--- src/rtl/sc_matrixscan.sv ---
// Row-scan driver for an 8x8 LED matrix: captures the frame at frame start
// and scans one row per slot with a leading blank window. Optional PWM dimming: MATRIXSCAN_DIMMING_EN.
module sc_matrixscan #(
   parameter int MATRIXSCAN_ROWS           = 8,
   parameter int MATRIXSCAN_COLS           = 8,
   parameter int MATRIXSCAN_ROWINDEX_WIDTH = 3,
   parameter int ROW_PERIOD_CYCLES         = 50000,
   parameter int BLANK_CYCLES              = 500
) (
   input  logic                                       SC_MATRIXSCAN_CLOCK_50,
   input  logic                                       SC_MATRIXSCAN_RESET_InHigh,
   input  logic                                       SC_MATRIXSCAN_enable_InHigh,
   input  logic [MATRIXSCAN_ROWS*MATRIXSCAN_COLS-1:0] SC_MATRIXSCAN_frame_InBUS,
`ifdef MATRIXSCAN_DIMMING_EN
   input  logic [3:0]                                 SC_MATRIXSCAN_brightness_InBUS,
`endif
   output logic [MATRIXSCAN_ROWS-1:0]                 SC_MATRIXSCAN_rowselect_OutBUS,
   output logic [MATRIXSCAN_COLS-1:0]                 SC_MATRIXSCAN_col_OutBUS,
   output logic [MATRIXSCAN_ROWINDEX_WIDTH-1:0]       SC_MATRIXSCAN_rowindex_OutBUS,
   output logic                                       SC_MATRIXSCAN_framedone_OutLow
);

   localparam int ROWS  = MATRIXSCAN_ROWS;
   localparam int COLS  = MATRIXSCAN_COLS;
   localparam int RI_W  = MATRIXSCAN_ROWINDEX_WIDTH;
   localparam int CNT_W = (ROW_PERIOD_CYCLES > 1) ? $clog2(ROW_PERIOD_CYCLES) : 1;

   localparam logic [CNT_W-1:0] CNT_LAST = CNT_W'(ROW_PERIOD_CYCLES - 1);
   localparam logic [CNT_W-1:0] CNT_BLNK = CNT_W'(BLANK_CYCLES);
   localparam logic [RI_W-1:0]  ROW_LAST = RI_W'(ROWS - 1);
   localparam logic [ROWS-1:0]  ROW_ONE  = {{(ROWS-1){1'b0}}, 1'b1};

   typedef enum logic {ST_IDLE, ST_SCAN} state_t;

   state_t                      state_q, state_d;
   logic [CNT_W-1:0]            cnt_q, cnt_d;
   logic [RI_W-1:0]             row_q, row_d;
   logic [ROWS-1:0][COLS-1:0]   shadow_q, shadow_d;
   logic [ROWS-1:0]             rowsel_q, rowsel_d;
   logic [COLS-1:0]             col_q, col_d;
   logic [RI_W-1:0]             rowidx_q, rowidx_d;
   logic                        fdone_q, fdone_d;
   logic                        show;
`ifdef MATRIXSCAN_DIMMING_EN
   logic [3:0]                  pwm_q, pwm_d, pwm_eff;
`endif

   always_comb begin
      state_d  = state_q;
      cnt_d    = cnt_q;
      row_d    = row_q;
      shadow_d = shadow_q;
      rowsel_d = '1;
      col_d    = '0;
      rowidx_d = '0;
      fdone_d  = 1'b1;
      show     = (cnt_q >= CNT_BLNK);
`ifdef MATRIXSCAN_DIMMING_EN
      pwm_d    = pwm_q;
      pwm_eff  = (cnt_q == CNT_BLNK) ? 4'd0 : pwm_q;
`endif
      case (state_q)
         ST_IDLE: begin
            if (SC_MATRIXSCAN_enable_InHigh) begin
               state_d = ST_SCAN;
               cnt_d   = '0;
               row_d   = '0;
            end
         end
         ST_SCAN: begin
            if (!SC_MATRIXSCAN_enable_InHigh) begin
               state_d = ST_IDLE;
               cnt_d   = '0;
               row_d   = '0;
            end else begin
               // Capture lands before the first show cycle since BLANK_CYCLES >= 1.
               if (cnt_q == '0 && row_q == '0)
                  shadow_d = SC_MATRIXSCAN_frame_InBUS;
               rowidx_d = row_q;
               if (show) begin
                  rowsel_d = ~(ROW_ONE << row_q);
                  col_d    = shadow_q[row_q];
`ifdef MATRIXSCAN_DIMMING_EN
                  if (pwm_eff >= SC_MATRIXSCAN_brightness_InBUS)
                     col_d = '0;
                  pwm_d = pwm_eff + 4'd1;
`endif
               end
               if (cnt_q == CNT_LAST) begin
                  cnt_d = '0;
                  if (row_q == ROW_LAST) begin
                     row_d   = '0;
                     fdone_d = 1'b0;
                  end else begin
                     row_d = row_q + 1'b1;
                  end
               end else begin
                  cnt_d = cnt_q + 1'b1;
               end
            end
         end
         default: state_d = ST_IDLE;
      endcase
   end

   always_ff @(posedge SC_MATRIXSCAN_CLOCK_50 or posedge SC_MATRIXSCAN_RESET_InHigh) begin
      if (SC_MATRIXSCAN_RESET_InHigh) begin
         state_q  <= ST_IDLE;
         cnt_q    <= '0;
         row_q    <= '0;
         shadow_q <= '0;
         rowsel_q <= '1;
         col_q    <= '0;
         rowidx_q <= '0;
         fdone_q  <= 1'b1;
`ifdef MATRIXSCAN_DIMMING_EN
         pwm_q    <= '0;
`endif
      end else begin
         state_q  <= state_d;
         cnt_q    <= cnt_d;
         row_q    <= row_d;
         shadow_q <= shadow_d;
         rowsel_q <= rowsel_d;
         col_q    <= col_d;
         rowidx_q <= rowidx_d;
         fdone_q  <= fdone_d;
`ifdef MATRIXSCAN_DIMMING_EN
         pwm_q    <= pwm_d;
`endif
      end
   end

   assign SC_MATRIXSCAN_rowselect_OutBUS = rowsel_q;
   assign SC_MATRIXSCAN_col_OutBUS       = col_q;
   assign SC_MATRIXSCAN_rowindex_OutBUS  = rowidx_q;
   assign SC_MATRIXSCAN_framedone_OutLow = fdone_q;

endmodule

--- config.mk ---
export PLATFORM = sky130hd
export DESIGN_NAME = sc_matrixscan
export DESIGN_NICKNAME = d
export VERILOG_FILES = /design/src/rtl/sc_matrixscan.sv
export SDC_FILE = /design/constraint.sdc
export NUM_CORES = 1
export LEC_CHECK = 0
export CAP_MARGIN = 20
export CORE_MARGIN = 2
export CORE_UTILIZATION = 54
export CTS_CLUSTER_DIAMETER = 200
export DETAILED_ROUTE_END_ITERATION = 12
export PLACE_DENSITY = 0.79
export SYNTH_ARGS = -nofsm -noshare
export SYNTH_HDL_FRONTEND = slang
export SYNTH_SLANG_ARGS = --single-unit
--- constraint.sdc ---
create_clock -name SC_MATRIXSCAN_CLOCK_50 -period 11.7 [get_ports SC_MATRIXSCAN_CLOCK_50]
set_clock_uncertainty 0.1 [all_clocks]
set_input_delay 3.51 -clock SC_MATRIXSCAN_CLOCK_50 [delete_from_list [all_inputs] [get_ports SC_MATRIXSCAN_CLOCK_50]]
set_output_delay 3.51 -clock SC_MATRIXSCAN_CLOCK_50 [all_outputs]
set_load 0.02 [all_outputs]
==> Word-level counts from Yosys, hierarchy flattened <==
Cells that the tools add are included.
{ "op_classes": {"n_reduce_logical": 5, "n_div": 0, "add_sub_neg": 2, "bitwise": 2, "n_eq_ne": 4, "shift": 1, "mul": 0, "magnitude_cmp": 2, "mux": 24} }
{ "ops": {"columns": ["cell", "count"], "rows": [
  ["8-bit 2-to-1 mux", 7],
  ["16-bit 2-to-1 mux", 3],
  ["16-bit case mux with 2 select lines", 1],
  ["8-bit binary-select mux with 3-bit select", 1],
  ["3-bit 2-to-1 mux", 6],
  ["16-bit by 1-bit adder with 16-bit output (second input constant)", 1],
  ["16-bit == test (second input constant)", 1],
  ["16-bit by 9-bit greater-or-equal comparator with 1-bit output (second input constant)", 1],
  ["16-bit logical NOT", 1],
  ["8-bit NOT", 1],
  ["1-bit by 3-bit << shifter with 8-bit output (first input constant)", 1],
  ["3-bit case mux with 2 select lines", 1],
  ["1-bit 2-to-1 mux", 5],
  ["3-bit by 4-bit < comparator with 1-bit output (second input constant)", 1],
  ["3-bit by 1-bit adder with 3-bit output (second input constant)", 1],
  ["3-bit == test (second input constant)", 1],
  ["3-bit logical NOT", 1],
  ["3-bit by 2-bit != test with 1-bit output (second input constant)", 1],
  ["3-bit AND reduction", 1],
  ["2-bit != test (second input constant)", 1],
  ["2-bit AND reduction", 1],
  ["1-bit logical AND", 1],
  ["1-bit NOT", 1]
]} }
{ "totals": {"n_memories": 0, "ff_bits": 104, "out_inout_bits": 20, "wordCells": 55, "mem_bits_ro": 0, "mem_bits_rw": 0, "in_bits": 67, "latchBits": 0} }

==> Logic depth before layout (Yosys ltp) <==
Gate-level depths: netlist of run 1.
{ "logic_depth": {"depth_word": 5, "ltp_mapped": 8} }

==> Worst setup path before layout of run 1 <==
Ideal clock, no wire load.
{ "synth_timing": {"path_kind": "input port to flip-flop", "from": "input SC_MATRIXSCAN_enable_InHigh", "to": "register shadow_q[18] (netlist bit)", "n_path_buf": 1, "arrival_ns": 4.778, "required_time_ns": 11.475, "stages": 6, "slack_ns": 6.697, "setup_ns": 0.125, "path_cell_list": "nand2_1 nor2_1 nand2_1 nor3_4 buf_6 mux2_2"} }
{ "synth_via": {"elab_chain_len": 1} }
{ "synth_rtl": {"columns": ["item", "line", "source"], "rows": [
  ["start: declaration", "12", "input logic SC_MATRIXSCAN_enable_InHigh,"],
  ["3-bit AND reduction (no source line)", null, null],
  ["end signal: assignment", "123", "shadow_q <= shadow_d;"],
  ["end: declaration", "38", "logic [ROWS-1:0][COLS-1:0] shadow_q, shadow_d;"]
]} }
No other way between the ends.
A chain may end at the register's enable or synchronous reset.

==> Final worst setup path of run 1 <==
{ "layout_timing": {"from": "input SC_MATRIXSCAN_enable_InHigh", "to": "register shadow_q[25] (netlist bit)"} }
Same word-level chain as after synthesis.

==> run_results.csv, run 1 <==
group,metric,value,unit
synthesis,synthArstFlopShare,1.00,
timing,fin_crit,5.62,ns
synthesis,synthTopCellsByArea,"dfrtp_1 51%, mux2_1 7.7%, mux2_2 7.7%",
floorplan,dieArea,9410,um2
worst_setup_path,required,11.86,ns
cts,cts_tree,"built",
timing,max-slew-margin-rel,0.397,
synthesis,synth_nets,427,
timing,setup_violations,0,
power,powerDensity,137,nW/um2
cts,cts.sinks,104,
final_layout,nNetsFinal,511,
worst_setup_path,path_buf_inv,2,
timing,rsz0062_at_grt,"no",
power,p_leak,2.38,nW
cts,cts_setup_buffers,0,
timing,worst_slew_pin_slew,0.904,ns
final_layout,multi_input_area,1920,um2
synthesis,synthCells,352,
final_layout,nFillCells,594,
final_layout,drive_gt1_frac,0.186,
synthesis,yosys.area.top_type,"dfrtp_1",
timing,final_max_slew_viol_count,0,
grt,antenna_found_initial,0,
grt,grtUsageTotal,0.215,
timing,fin_tns_setup,0,ns
route,wirelength,9610,um
cts,ctsHoldBuffers,0,
worst_setup_path,start_kind,"primary input",
route,drtPass1Iterations,5,
route,drc,0,
worst_setup_path,cpMostUsedCell,"nand2_1",
floorplan,start_util,0.563,
cts,numCtsBuffers,9,
floorplan,rows,33,
worst_setup_path,crit_chain,"clkdlybuf4s50_1 -> nand2_1 -> nor2_1 -> nand2_1 -> nor3_4 -> buf_4 -> mux2_2",
final_layout,final_util,0.699,
synthesis,synth_top_area_frac,0.509,
grt,grt_max_degree,74,
worst_setup_path,slowest_stage,"clkdlybuf4s50_1",
route,route.vias.total,3160,
worst_setup_path,worstPathArrival,5.78,ns
synthesis,ys_warn_count,0,
placed_design,place_inst,530,
grt,grt_pass1_wl,15900,um
worst_setup_path,crit_type,"in -> reg",
final_layout,fin_cells,546,
floorplan,pin_count,87,
route,avgViaCountPerCell,5.79,
floorplan,die_w,97.0,um
cts,cts_buffer_depth,2,
route,wl_per_cell,17.6,um
placed_design,dp_hpwl,6790,um
grt,gr-total-overflow,0,
worst_setup_path,worst_path_dominant_cell_family,"buffers and inverters",
flow_run,max-cap-violations,0,
synthesis,synth.ff_latch_count,104,
synthesis,yosysMostFrequentCell,"dfrtp_1",
synthesis,ys.flop_type,"dfrtp_1",
route,dr.first_iter.drc_count,206,
power,peakVddDrop,0.0000902,V
placed_design,globalplace.congestion,0.878,
worst_setup_path,crit_fanout,34,
timing,hold_violations,0,
synthesis,ys_seq_area_frac,0.559,
worst_setup_path,max_stage_delay,0.55,ns
status,outcome,"completed",
cts,htreeDepth,3,
worst_setup_path,endpoint_kind,"flip-flop",
final_layout,insertedDiodeCount,0,
cts,path_clk_slew,0.10,ns
floorplan,coreArea,8300,um2
timing,whs,0.392,ns
placed_design,portBuffers,86,
synthesis,synth_edf_count,0,
timing,fmax,0.178,GHz
final_layout,ff_latch_area,2610,um2
synthesis,synth.avg_cell_area,13.3,um2
final_layout,area_growth,24.1,%
cts,clk_latency,0.37,ns
synthesis,synthTopCellsByCount,"95 x dfrtp_1, 40 x nand2_1, 32 x mux2_1, 32 x mux2_2",
grt,grt_pass1_vias,3275,
cts,cts-root-buf,"clkbuf_8",
floorplan,die-height,97.0,um
synthesis,synth.distinct_cells,36,
timing,finalCritPeriodShare,0.480,
synthesis,syn_area,4670,um2
cts,cts-resized-gates,0,
min_path,hp-class,"reg -> reg",
route,ant_nets,0,
==> metrics by stage <==
step | total power [mW] | instance area, um2 | setup slack [ns]
global route | 0.832 | 5800 | 5.95
finish | 0.795 | 5800 | 6.08
global placement | 0.557 | 5590 | 5.80
CTS | 0.801 | 5800 | 6.10
floorplan | 0.520 | 4670 | 5.37
detailed placement | 0.565 | 5590 | 5.70
==> final timing paths <==
check,from,to,slack [ns],depth (start not counted)
worst max-delay path,SC_MATRIXSCAN_enable_InHigh,shadow_q[25],6.08,7
worst min-delay path,shadow_q[20],shadow_q[20],0.39,1
worst max register to register,row_q[1],shadow_q[25],9.11,6
worst min register to register,shadow_q[20],shadow_q[20],0.39,1
max in group asynchronous,SC_MATRIXSCAN_RESET_InHigh,shadow_q[39],6.91,3
min in group asynchronous,SC_MATRIXSCAN_RESET_InHigh,shadow_q[35],3.36,2
==> cells by family after synthesis <==
kind of cell / share of synthesized area
flip-flops: 0.559
AND/OR/NAND/NOR: 0.0996
multiplexers: 0.231
AO/OA/AOI/OAI: 0.0469
buffers and inverters: 0.0300
adder cells (fa/ha/maj): 0.0214
XOR/XNOR: 0.0112
==> per-layer routing <==
layer	vias to the layer above	global-route usage	wire, um
met2	128	0.353	4840
met3	21	0.0549	677
met4	0	0.0758	204
met1	1577	0.279	3890
met5	-	0	0
li1	1434	-	-
==> placed cells by master (no fill, tap or decap), drive strengths merged, types with 3 or more instances in the layout <==
cell type,netlist,layout
mux4,16,16
clkbuf,8,10
inv,5,8
a22o,3,3
nand2,40,40
nor2,13,13
nand3,13,13
dfrtp,95,95
xor2,4,4
ha,8,8
nand4,6,6
clkdlybuf4s50,0,86
nor4,3,3
mux2,64,64
and4,4,4
buf,10,5
and3,3,3
o21ai,16,16
dfstp,9,9
clkinv,1,3
nor3,8,8
a21oi,9,9
==> sequential cells by signal (all words and copies together), names as in the netlist <==
signal                          cells
row_q                               3
cnt_q                              16
shadow_q                           64
SC_MATRIXSCAN_rowindex_OutBUS       3
SC_MATRIXSCAN_col_OutBUS            8
SC_MATRIXSCAN_rowselect_OutBUS      8
SC_MATRIXSCAN_framedone_OutLow      1
state_q                             1
==> area by class of cell <==
class | instances | share of cell area
multi-input combinational | 224 | 0.331
clock inverter | 6 | 0.0127
sequential | 104 | 0.451
inverter | 6 | 0.00432
clock buffer | 10 | 0.0237
timing repair buffer | 91 | 0.155
tap | 105 | 0.0227
==> where the power goes <==
group          internal, mW  total (mW)  switching (mW)
combinational        0.0763       0.118          0.0415
clock                 0.108       0.237           0.129
sequential            0.413       0.440          0.0273
total                 0.597       0.795           0.197
(Power assumes the default switching activity.)
==> inputs of run 2 (changes only) <==
--- a/config.mk
+++ b/config.mk
@@ -7,10 +7,10 @@
 export LEC_CHECK = 0
 export CAP_MARGIN = 20
 export CORE_MARGIN = 2
-export CORE_UTILIZATION = 54
+export CORE_UTILIZATION = 47
 export CTS_CLUSTER_DIAMETER = 200
 export DETAILED_ROUTE_END_ITERATION = 12
-export PLACE_DENSITY = 0.79
+export PLACE_DENSITY = 0.73
 export SYNTH_ARGS = -nofsm -noshare
 export SYNTH_HDL_FRONTEND = slang
 export SYNTH_SLANG_ARGS = --single-unit
==> constraint.sdc (replaced) <==
create_clock -name SC_MATRIXSCAN_CLOCK_50 -period 5 [get_ports SC_MATRIXSCAN_CLOCK_50]
set_clock_uncertainty 0.1 [all_clocks]
set_input_delay 1.5 -clock SC_MATRIXSCAN_CLOCK_50 [delete_from_list [all_inputs] [get_ports SC_MATRIXSCAN_CLOCK_50]]
set_output_delay 1.5 -clock SC_MATRIXSCAN_CLOCK_50 [all_outputs]
set_load 0.02 [all_outputs]
==> run 2 against run 1 <==
Effect of this change:
- cell count grew 5.3%
- utilization shrank 9.7 points
- clock power grew 150%
- worst hold slack is essentially flat
- via count shrank 2.2%
- largest cell class unchanged
- largest power group unchanged
==> run_results.csv, run 2 (same netlist as run 1, synthesis figures left out) <==
group,metric,value,unit
worst_setup_path,crit_fanout,36,
final_layout,final_common_cell,"dfrtp_1",
timing,max-slew-margin-rel,0.330,
power,finalPower,1.88,mW
cts,cts-root-buf,"clkbuf_8",
route,drc,0,
cts,ctsHoldBuffers,0,
final_layout,area_growth,25.3,%
worst_setup_path,start_kind,"primary input",
cts,htreeDepth,3,
cts,cts.sinks,104,
cts,cts_buffer_depth,2,
worst_setup_path,worstPathArrival,3.76,ns
timing,whs,0.392,ns
cts,path_clk_slew,0.10,ns
power,peakVddDrop,0.000177,V
route,drtPass1Iterations,4,
grt,gr-total-overflow,0,
worst_setup_path,r2r_slack,2.36,ns
power,p_leak,2.39,nW
worst_setup_path,required,5.17,ns
worst_setup_path,worst_path_dominant_cell_family,"buffers and inverters",
final_layout,drive_gt1_frac,0.186,
placed_design,portBuffers,86,
final_layout,largest_register,"shadow_q",
floorplan,die-height,104,um
min_path,hp-class,"reg -> reg",
final_layout,largest_reg_flops,64,
route,dr.first_iter.drc_count,149,
cts,clk_latency,0.38,ns
min_path,min_from,"shadow_q[12]",
worst_setup_path,r2r-end,"shadow_q[41]",
placed_design,dp_hpwl,6960,um
route,ant_nets,0,
timing,rsz0062_at_grt,"no",
power,powerDensity,322,nW/um2
worst_setup_path,cpMostUsedCell,"nand2_1",
worst_setup_path,crit_chain,"clkdlybuf4s50_1 -> nand2_1 -> nor2_1 -> nand2_1 -> nor3_4 -> buf_4 -> mux2_2",
route,avgViaCountPerCell,5.37,
route,wl_met2,4860,um
route,wirelength,9590,um
grt,grtUsageTotal,0.188,
cts,cts_setup_buffers,0,
timing,hold_violations,0,
status,outcome,"completed",
final_layout,layout_common_cells,"95 x dfrtp_1, 86 x clkdlybuf4s50_1, 40 x nand2_1, 32 x mux2_2, 32 x mux2_1",
placed_design,globalplace.congestion,0.901,
final_layout,insertedDiodeCount,0,
final_layout,fin_cells,575,
grt,grt_pass1_wl,15800,um
worst_setup_path,path_buf_inv,2,
timing,worst_slew_pin_slew,1.01,ns
min_path,whs_endpoint,"shadow_q[12]",
grt,antenna_found_initial,0,
worst_setup_path,r2r_start,"row_q[1]",
placed_design,place_inst,559,
final_layout,nNetsFinal,512,
timing,fmax,0.279,GHz
flow_run,max-cap-violations,0,
final_layout,fin_area,5850,um2
route,met3_length,427,um
worst_setup_path,endpoint_kind,"flip-flop",
timing,setup_violations,0,
worst_setup_path,crit_type,"in -> reg",
floorplan,coreArea,9730,um2
floorplan,rows,36,
worst_setup_path,slowest_stage,"clkdlybuf4s50_1",
grt,grt_pass1_vias,3200,
floorplan,die_w,104,um
timing,final_max_slew_viol_count,0,
timing,fin_crit,3.59,ns
floorplan,pin_count,87,
min_path,hold_depth,1,
route,top_layer,"met4",
timing,fin_tns_setup,0,ns
cts,cts_tree,"built",
route,route.vias.total,3090,
worst_setup_path,reg2regPathDepth,6,
timing,finalCritPeriodShare,0.718,
cts,numCtsBuffers,9,
cts,cts-resized-gates,0,
placed_design,place_area,5630,um2
floorplan,start_util,0.480,
final_layout,reg.largest.list,"shadow_q: 64 flops, cnt_q: 16 flops",
route,wl_per_cell,16.7,um
floorplan,dieArea,10800,um2
worst_setup_path,max_stage_delay,0.53,ns
route,met1_length,4130,um
grt,grt_max_degree,60,
[run 2: cell types whose count changed in the layout (fill, tap and decap cells not counted)]
| cell | change |
|---|---|
| clkbuf_8 | -1 |
| clkbuf_1 | +1 |
| inv_6 | -1 |
| clkinv_4 | -2 |
| buf_4 | +1 |
| inv_8 | +1 |
| clkinvlp_4 | +1 |
| bufinv_16 | +1 |
[run 2: final cells by class]
cell class                      count  area [um2]
Clock buffer                       10         128
Inverter                            6        25.0
Tap cell                          133         166
Timing Repair Buffer               92         906
Fill cell                         815        3880
Clock inverter                      6        96.3
Multi-Input combinational cell    224        1920
Sequential cell                   104        2610
[run 2: how the worst max path moves through the flow]
stage,start,to,slack (ns),cells after the start
finish,SC_MATRIXSCAN_enable_InHigh,shadow_q[41],1.41,7
global route,SC_MATRIXSCAN_enable_InHigh,shadow_q[43],1.19,7
CTS,SC_MATRIXSCAN_enable_InHigh,shadow_q[41],1.42,7
detailed placement,SC_MATRIXSCAN_enable_InHigh,shadow_q[41],1.01,7
global placement,SC_MATRIXSCAN_enable_InHigh,shadow_q[60],1.08,7
floorplan,SC_MATRIXSCAN_RESET_InHigh,SC_MATRIXSCAN_col_OutBUS[0],0.68,1
[run 2: metrics by stage]
| stage | setup slack (ns) | utilization |
|---|---|---|
| finish | 1.41 | 0.602 |
| global route | 1.19 | 0.602 |
| CTS | 1.42 | 0.602 |
| detailed placement | 1.01 | 0.579 |
| global placement | 1.08 | 0.579 |
| floorplan | 0.683 | - |
[run 2: per-layer routing]
layer  up-vias  GRT usage
li1       1439          -
met1      1552      0.238
met2        85      0.325
met3        14     0.0321
met4         0     0.0685
met5         -          0
[run 2: power breakdown]
group / internal (mW) / leakage (nW) / switching [mW]
logic: 0.179 / 1.00 / 0.0973
clock network: 0.289 / 0.109 / 0.292
registers: 0.966 / 1.28 / 0.0607
==> inputs of run 3 (changes only) <==
==> constraint.sdc (replaced) <==
create_clock -name SC_MATRIXSCAN_CLOCK_50 -period 2.9 [get_ports SC_MATRIXSCAN_CLOCK_50]
set_clock_uncertainty 0.1 [all_clocks]
set_input_delay 0.87 -clock SC_MATRIXSCAN_CLOCK_50 [delete_from_list [all_inputs] [get_ports SC_MATRIXSCAN_CLOCK_50]]
set_output_delay 0.87 -clock SC_MATRIXSCAN_CLOCK_50 [all_outputs]
set_load 0.02 [all_outputs]
==> run 3 against run 2 <==
Effect of this change:
- first-iteration DRC count down 8.1%
- final area is 0.56% higher
- cell count up 0.87%
- critical path depth did not move
- combinational power up 76%
- sequential cell count unchanged
- total power rose by 66%
==> run_results.csv, run 3 (same netlist as run 1, synthesis figures left out) <==
group,metric,value,unit
cts,ctsHoldBuffers,0,
floorplan,die_w,104,um
route,avgViaCountPerCell,5.34,
grt,antenna_found_initial,0,
route,drc,0,
route,wl_per_cell,16.6,um
power,peakVddDrop,0.000312,V
worst_setup_path,endpoint_kind,"flip-flop",
cts,cts_tree,"built",
timing,worst_slew_pin_slew,0.751,ns
route,route.vias.total,3097,
cts,htreeDepth,3,
timing,max-slew-margin-rel,0.494,
status,outcome,"completed",
route,ant_nets,0,
min_path,hp-class,"reg -> reg",
grt,gr-total-overflow,0,
final_layout,area_growth,26.0,%
timing,hold_violations,0,
grt,grtUsageTotal,0.191,
worst_setup_path,cpMostUsedCell,"nand2_1",
placed_design,portBuffers,86,
floorplan,start_util,0.480,
worst_setup_path,worstPathArrival,2.64,ns
cts,cts_buffer_depth,2,
flow_run,max-cap-violations,0,
worst_setup_path,required,3.05,ns
final_layout,reg.largest.list,"shadow_q: 64 flops, cnt_q: 16 flops",
placed_design,dp_hpwl,6800,um
final_layout,drive_gt1_frac,0.195,
worst_setup_path,start_kind,"primary input",
grt,grt_pass1_wl,16300,um
power,p_leak,2.41,nW
floorplan,coreArea,9730,um2
cts,cts-resized-gates,0,
timing,final_max_slew_viol_count,0,
cts,cts.sinks,104,
timing,fmax,0.401,GHz
cts,cts-root-buf,"clkbuf_8",
timing,fin_tns_setup,0,ns
floorplan,rows,36,
min_path,hold_depth,1,
final_layout,largest_register,"shadow_q",
final_layout,insertedDiodeCount,0,
route,wirelength,9630,um
cts,clk_latency,0.36,ns
worst_setup_path,crit_chain,"clkdlybuf4s50_1 -> nand2_1 -> nor2_1 -> nand2_1 -> nor3_4 -> buf_12 -> mux2_2",
grt,grt_pass1_vias,3265,
worst_setup_path,path_buf_inv,2,
final_layout,final_common_cell,"dfrtp_1",
floorplan,dieArea,10800,um2
floorplan,pin_count,87,
final_layout,nNetsFinal,517,
cts,cts_setup_buffers,0,
worst_setup_path,max_stage_delay,0.48,ns
final_layout,nFillCells,808,
power,powerDensity,531,nW/um2
floorplan,die-height,104,um
worst_setup_path,reg2regPathDepth,5,
timing,whs,0.392,ns
worst_setup_path,worst_path_dominant_cell_family,"buffers and inverters",
final_layout,layout_common_cells,"95 x dfrtp_1, 86 x clkdlybuf4s50_1, 40 x nand2_1, 32 x mux2_2, 32 x mux2_1",
route,drtPass1Iterations,5,
placed_design,globalplace.congestion,0.848,
grt,grt_max_degree,105,
timing,rsz0062_at_grt,"no",
worst_setup_path,crit_type,"in -> reg",
worst_setup_path,crit_fanout,47,
route,dr.first_iter.drc_count,137,
timing,setup_violations,0,
worst_setup_path,worstSetupPathDepth,7,
final_layout,largest_reg_flops,64,
worst_setup_path,slowest_stage,"clkdlybuf4s50_1",
final_layout,final_util,0.605,
timing,fin_crit,2.49,ns
cts,path_clk_slew,0.09,ns
timing,finalCritPeriodShare,0.859,
cts,numCtsBuffers,9,
[run 3: path summary, 6_finish.rpt]
check                                                  from                                 to  slack, ns
worst max-delay path            SC_MATRIXSCAN_enable_InHigh                       shadow_q[41]       0.41
worst min-delay path                           shadow_q[10]                       shadow_q[10]       0.39
min in group asynchronous        SC_MATRIXSCAN_RESET_InHigh                       shadow_q[52]       0.89
max in group asynchronous        SC_MATRIXSCAN_RESET_InHigh  SC_MATRIXSCAN_rowselect_OutBUS[4]       1.38
worst max register to register                    cnt_q[10]                           row_q[0]       0.51
worst min register to register                 shadow_q[10]                       shadow_q[10]       0.39
[run 3: layout make-up]
cell class | instances | area (um2) | share of cell area
multi-input cells | 224 | 1920 | 0.326
inverters | 6 | 26.3 | 0.00446
flip-flops and latches | 104 | 2610 | 0.444
clock buffers | 12 | 155 | 0.0264
well taps | 133 | 166 | 0.0283
clock inverters | 4 | 37.5 | 0.00638
repair buffers | 97 | 968 | 0.165
[run 3: power by group]
part / total, mW / leakage (nW) / internal [mW] / switching (mW)
logic: 0.486 / 1.03 / 0.317 / 0.169
registers: 1.77 / 1.28 / 1.67 / 0.108
clock network: 0.865 / 0.0987 / 0.371 / 0.494
total: 3.12 / 2.41 / 2.35 / 0.771
[run 3: layer usage]
| layer | global-route usage | vias to the layer above | routed length (um) |
|---|---|---|---|
| li1 | - | 1444 | - |
| met1 | 0.246 | 1551 | 4100 |
| met2 | 0.330 | 88 | 5010 |
| met3 | 0.0384 | 14 | 369 |
| met4 | 0.0560 | 0 | 153 |
| met5 | 0 | - | 0 |
[run 3: per-stage QoR]
stage | power [mW] | worst slack, ns | std cells | area, um2
6_report | 3.12 | 0.408 | 580 | 5890
5_1_grt | 3.28 | 0.319 | 580 | 5890
4_1_cts | 3.16 | 0.418 | 580 | 5890
3_5_place_dp | 2.30 | 0.0564 | 564 | 5690
3_3_place_gp | 2.26 | 0.0784 | 564 | 5690
2_1_floorplan | 2.10 | 0.504 | 352 | 4680
